===== src/rtl/udp_payload_packer.sv =====
// udp_payload_packer
//   Reads 16-bit words from the payload FIFO (read side on clk125M) and
//   serialises them MSB byte first to eth_udp_tx_gmii. A frame starts only
//   once a full frame of words is buffered. The first word is prefetched
//   before tx_en_pulse fires. After that, one byte goes out for every
//   payload_req cycle.
//
// Ports
//   clk125M        system / GMII clock
//   udp_gmii_rst_n async active-low reset (synchronous release expected)
//   enable         permits new frames; looked at only while idle
//   frame_avail    FIFO holds at least PAYLOAD_BYTES/2 words
//   fifo_empty     FIFO empty flag
//   fifo_dout      FIFO read data, valid the cycle after fifo_rd_en, then held
//   fifo_rd_en     FIFO read strobe
//   tx_en_pulse    one-cycle frame start towards eth_udp_tx_gmii
//   tx_done        frame-complete pulse from eth_udp_tx_gmii
//   payload_req    byte request; the byte is consumed in the same cycle
//   payload_dat    payload byte, valid whenever payload_req is high
//   busy           high in every state except IDLE
//   frame_cnt      number of completed frames (wraps)
//   err_underflow  sticky: a word was needed while the FIFO was empty
//   err_overrun    sticky: byte requested outside the streaming window
module udp_payload_packer #(
    parameter int PAYLOAD_BYTES = 800,
    parameter int WORD_W        = 16
) (
    input  logic              clk125M,
    input  logic              udp_gmii_rst_n,
    input  logic              enable,
    input  logic              frame_avail,
    input  logic              fifo_empty,
    input  logic [WORD_W-1:0] fifo_dout,
    output logic              fifo_rd_en,
    output logic              tx_en_pulse,
    input  logic              tx_done,
    input  logic              payload_req,
    output logic [7:0]        payload_dat,
    output logic              busy,
    output logic [31:0]       frame_cnt,
    output logic              err_underflow,
    output logic              err_overrun
);

    if ((PAYLOAD_BYTES < 2) || (PAYLOAD_BYTES > 65534) || ((PAYLOAD_BYTES % 2) != 0)) begin : g_bad_len
        $error("udp_payload_packer: PAYLOAD_BYTES must be even and within 2..65534");
    end
    if (WORD_W != 16) begin : g_bad_width
        $error("udp_payload_packer: WORD_W must be 16");
    end

    localparam logic [15:0] LAST_BYTE  = 16'(PAYLOAD_BYTES - 1);
    localparam logic [15:0] LAST_WORD0 = 16'(PAYLOAD_BYTES - 2);
    localparam logic [15:0] END_CNT    = 16'(PAYLOAD_BYTES);

    typedef enum logic [2:0] {
        ST_IDLE,
        ST_PREFETCH,
        ST_LOAD,
        ST_ARM,
        ST_STREAM,
        ST_WAIT_DONE
    } state_t;

    state_t      state;
    state_t      next_state;
    logic [15:0] word_reg;
    logic [15:0] byte_cnt;
    logic        phase;
    logic        sub_pend;   // the word currently being fetched is an underflow substitute
    logic        sub_cur;    // the word in word_reg is an underflow substitute
    logic        take;
    logic        need_read;
    logic [7:0]  byte_sel;

    assign take = (state == ST_STREAM) && payload_req;
    // The next word is fetched when the high byte of the current word goes
    // out. The last word of the frame has no successor, so it triggers no read.
    assign need_read = take && !phase && (byte_cnt < LAST_WORD0);

    always_ff @(posedge clk125M or negedge udp_gmii_rst_n) begin
        if (!udp_gmii_rst_n) begin
            state <= ST_IDLE;
        end else begin
            state <= next_state;
        end
    end

    always_comb begin
        next_state = state;
        case (state)
            ST_IDLE: begin
                if (enable && frame_avail && !fifo_empty) begin
                    next_state = ST_PREFETCH;
                end
            end
            ST_PREFETCH: next_state = ST_LOAD;
            ST_LOAD:     next_state = ST_ARM;
            ST_ARM:      next_state = ST_STREAM;
            ST_STREAM: begin
                if (take && (byte_cnt == LAST_BYTE)) begin
                    next_state = ST_WAIT_DONE;
                end
            end
            ST_WAIT_DONE: begin
                if (tx_done) begin
                    next_state = ST_IDLE;
                end
            end
            default: next_state = ST_IDLE;
        endcase
    end

    always_comb begin
        fifo_rd_en  = 1'b0;
        tx_en_pulse = 1'b0;
        busy        = (state != ST_IDLE);
        case (state)
            ST_PREFETCH: fifo_rd_en  = 1'b1;
            ST_ARM:      tx_en_pulse = 1'b1;
            ST_STREAM:   fifo_rd_en  = need_read && !fifo_empty;
            default: ;
        endcase
    end

    assign byte_sel    = phase ? word_reg[7:0] : word_reg[15:8];
    assign payload_dat = ((state == ST_STREAM) && (byte_cnt < END_CNT) && !sub_cur) ? byte_sel : 8'h00;

    always_ff @(posedge clk125M or negedge udp_gmii_rst_n) begin
        if (!udp_gmii_rst_n) begin
            word_reg      <= '0;
            byte_cnt      <= '0;
            phase         <= 1'b0;
            sub_pend      <= 1'b0;
            sub_cur       <= 1'b0;
            frame_cnt     <= '0;
            err_underflow <= 1'b0;
            err_overrun   <= 1'b0;
        end else begin
            if (state == ST_LOAD) begin
                word_reg <= fifo_dout;
                byte_cnt <= '0;
                phase    <= 1'b0;
                sub_pend <= 1'b0;
                sub_cur  <= 1'b0;
            end else if (take) begin
                byte_cnt <= byte_cnt + 16'd1;
                phase    <= ~phase;
                if (need_read && fifo_empty) begin
                    err_underflow <= 1'b1;
                    sub_pend      <= 1'b1;
                end
                // The low byte leaves now. The read was issued at least one
                // cycle ago, so fifo_dout already holds the next word.
                if (phase && (byte_cnt != LAST_BYTE)) begin
                    word_reg <= fifo_dout;
                    sub_cur  <= sub_pend;
                    sub_pend <= 1'b0;
                end
            end
            if (payload_req && (state != ST_STREAM)) begin
                err_overrun <= 1'b1;
            end
            if ((state == ST_WAIT_DONE) && tx_done) begin
                frame_cnt <= frame_cnt + 32'd1;
            end
        end
    end

endmodule


===== config.mk =====
export PLATFORM = sky130hd
export DESIGN_NAME = udp_payload_packer
export DESIGN_NICKNAME = d
export VERILOG_FILES = /design/src/rtl/udp_payload_packer.sv
export SDC_FILE = /design/constraint.sdc
export NUM_CORES = 1
export LEC_CHECK = 0
export BUFFER_PORTS_ARGS = -buffer_cell sky130_fd_sc_hd__buf_2
export CORE_MARGIN = 8
export CORE_UTILIZATION = 50
export DETAILED_ROUTE_END_ITERATION = 10
export PLACE_DENSITY = 0.73
export RECOVER_POWER = 50
export SYNTH_ARGS = -nofsm -noshare
export SYNTH_HDL_FRONTEND = slang
export SYNTH_SLANG_ARGS = --single-unit

===== constraint.sdc =====
create_clock -name clk125M -period 1.9 [get_ports clk125M]
set_input_delay 0 -clock clk125M [delete_from_list [all_inputs] [get_ports clk125M]]
set_output_delay 0 -clock clk125M [all_outputs]
set_load 0.03 [all_outputs]

==> out/qor.txt <==
Post-synth ARST share = 100%
Final setup fails = 0
Layout cells sized above 1 = 27.2%
HPWL after DPL = 6000 um
Most common cell after layout, fill and taps aside = dfrtp_1
Worst-path clk slew = 0.07 ns
Post-synthesis sequential area ratio = 46.8%
Post-Place Setup Slack = 0.0750 ns
Yosys cell types = 47
Register-to-Register Setup Slack = 0.07 ns
Hold Crit Depth = 3
Psw = 0.00177 W
Initial Utilization = 50.7%
CTS root buf = clkbuf_8
Wire length per cell = 15.6 um
Tmin final = 1.86 ns
Sw Ratio = 35.1%
Syn Inst Count = 384
Final hold slack = 0.0328 ns
Relative slew slack = 35.8%
Main flop type after synthesis = dfrtp_1
Clock sink count = 72
Vias/cell = 5.55
Fin area = 0.00493 mm2
PortBufs = 67
Core ar. = 0.00761 mm2
Worst hold start = tx_done
Vias = 3304
Seq pwr share = 39.1%
Combinational power share = 34.5%
CP max-delay cell = dfrtp_2
Pin count of the biggest net entering global routing = 73
Top cell type's share of synthesized area = 46.8%
# nets final = 513
Die height = 104 um
Num ports = 68
Buffers from clock root to sink, at most = 2
Crit share post-route = 98.0%
Min-delay worst type = primary input to register
Worst EP arrival = 1.86 ns
FF+latch count, synth = 72
DRT Pass-1 Iters = 4
Clk_skew = 0.00854 ns
Final hold vios = 0
Final setup margin = 0.0384 ns
Tot GR Track Use = 16.5%
Vias in the first global route = 3214
CTS buffer count = 9
Dpl cell area = 0.00432 mm2
Antenna Nets Post-Route = 0
# rows = 32
LEAKAGE = 2.34 nW
PD cells = 1020 mW/mm2
Area Overhead vs Synth = 28.0%
DRT iter0 DRCs = 146
Crit Reg-Reg Startpoint = state[2]
Status = finished, final reports clean
ANT cells = 0
Power Total = 0.00503 W
Largest register FFs = 32
Die ar. = 0.0108 mm2
Yosys top cell by area = dfrtp_1
Worst reg2reg endpoint = byte_cnt[15]
Number of antenna violations at the first check in global routing = 0
TritonCTS clock tree = built
Gr ovfl total = 0
Critical path, cell by cell = nor4_4 -> and2_4 -> nand3_4 -> nor2_2 -> buf_4
Power share of the clock group = 26.3%
First-pass GRT wire length = 15100 um
Worst IR Drop VDD = 0.507 mV
Main area contributors after synthesis = dfrtp_1, xor2_1, nand2_1, o211ai_1, xnor2_1
Crit start category = register
Max FO, Critical Path = 8
Yosys warns = 0
Syn Area/Cell = 10.0 um2
Syn Std Cell Area = 0.00385 mm2
Max_cap viols = 0
RSZ-0062 raised after global routing = yes
Commonest cells after routing, fill and taps aside = dfrtp_1, nand2_1, buf_2
Worst skew pair latency = 0.35 ns
Die width = 104 um
DRC Markers = 0
Number of synthesized flops with an enable pin = 0
Tightest Pin Transition = 0.964 ns
Critical Path Sink Type = output pin
Max Slew Vio Count = 0
Fmax = 537 MHz
Critical Path RT = 1.90 ns
Gpl congestion = 0.818
R2R depth = 5
Int Pwr = 0.00326 W
H-tree depth = 3
Slowest Stage Delay on Critical Path = 0.45 ns
Total wire length = 9290 um
Post-synthesis net count = 409
Min-Delay Endpoint = state[2]
Critical path class = register to output pin
-- final cells by class --
cell class / count / area, um2
Fill cell: 626 / 2680
Multi-Input combinational cell: 281 / 1980
Sequential cell: 72 / 1810
Timing Repair Buffer: 116 / 766
Tap cell: 102 / 128
Clock buffer: 9 / 124
Clock inverter: 7 / 95.1
Inverter: 8 / 30.0
-- worst max path at each step --
stage / start / cells after the start / end / slack, ns
2_1_floorplan: byte_cnt[6] / 5 / fifo_rd_en / 0.09
3_5_place_dp: state[0] / 5 / payload_dat[0] / 0.07
5_1_grt: byte_cnt[13] / 5 / payload_dat[4] / -0.04
4_1_cts: state[2] / 5 / payload_dat[3] / 0.0008
6_report: byte_cnt[13] / 5 / payload_dat[4] / 0.04
3_3_place_gp: frame_cnt[0] / 5 / frame_cnt[28] / 0.12
-- per-stage QoR --
stage          TNS, ns  instances  util [%]
2_1_floorplan        0        384         -
3_3_place_gp         0        545      56.7
3_5_place_dp         0        545      56.7
4_1_cts              0        589      63.7
5_1_grt         -0.115        595      64.8
6_report             0        595      64.8
-- cells by family after synthesis --
| logic type | after synthesis | synth area share (%) |
|---|---|---|
| simple gates | 171 | 23.4 |
| mux | 10 | 2.63 |
| compound gates | 57 | 12.9 |
| buf+inv | 31 | 4.35 |
| fa+ha+maj | 2 | 0.649 |
| xor+xnor | 41 | 9.32 |
| flops | 72 | 46.8 |
-- power by group through the flow --
stage	logic, W	registers [W]	clock network [W]
after global routing	0.00189	0.00200	0.00141
after global placement	0.00149	0.00199	0
after CTS	0.00166	0.00197	0.00135
after detailed placement	0.00153	0.00201	0
after floorplan	0.00111	0.00201	0
final	0.00174	0.00197	0.00132
-- Yosys cell counts, types with 6 or more instances --
| master | instances |
|---|---|
| and3_1 | 7 |
| buf_4 | 6 |
| clkbuf_1 | 8 |
| dfrtp_1 | 72 |
| inv_1 | 8 |
| mux2i_1 | 9 |
| nand2_1 | 55 |
| nand3_1 | 15 |
| nand4_1 | 14 |
| nor2_1 | 34 |
| nor3_1 | 16 |
| o211ai_1 | 23 |
| o211ai_2 | 9 |
| xnor2_1 | 15 |
| xor2_1 | 26 |
-- worst max-delay path: cells and delay by family (launching register included) --
| kind | cells | cell delay [ns] |
|---|---|---|
| and+or+nand+nor | 4 | 0.90 |
| buffers and inverters | 1 | 0.17 |
| DFF | 1 | 0.45 |
-- routing by layer --
metal,wire length (um),up-vias,track usage [%],share of wire [%]
met5,0,-,0,0
met4,242,0,6.72,2.6
met3,505,24,4.09,5.4
met2,4690,99,28.4,50
met1,3850,1603,19.1,41
li1,-,1578,-,-
-- repair_timing --
item / CTS / global route
hold buffers: 19 / 0
gates resized for setup: 17 / 21
endpoints found under the hold margin: 91 / 0
endpoints found under the setup margin: 9 / 13
setup buffers: 9 / 6
pin swaps: 3 / 12
No activity file was read; power rests on OpenSTA's default activity.
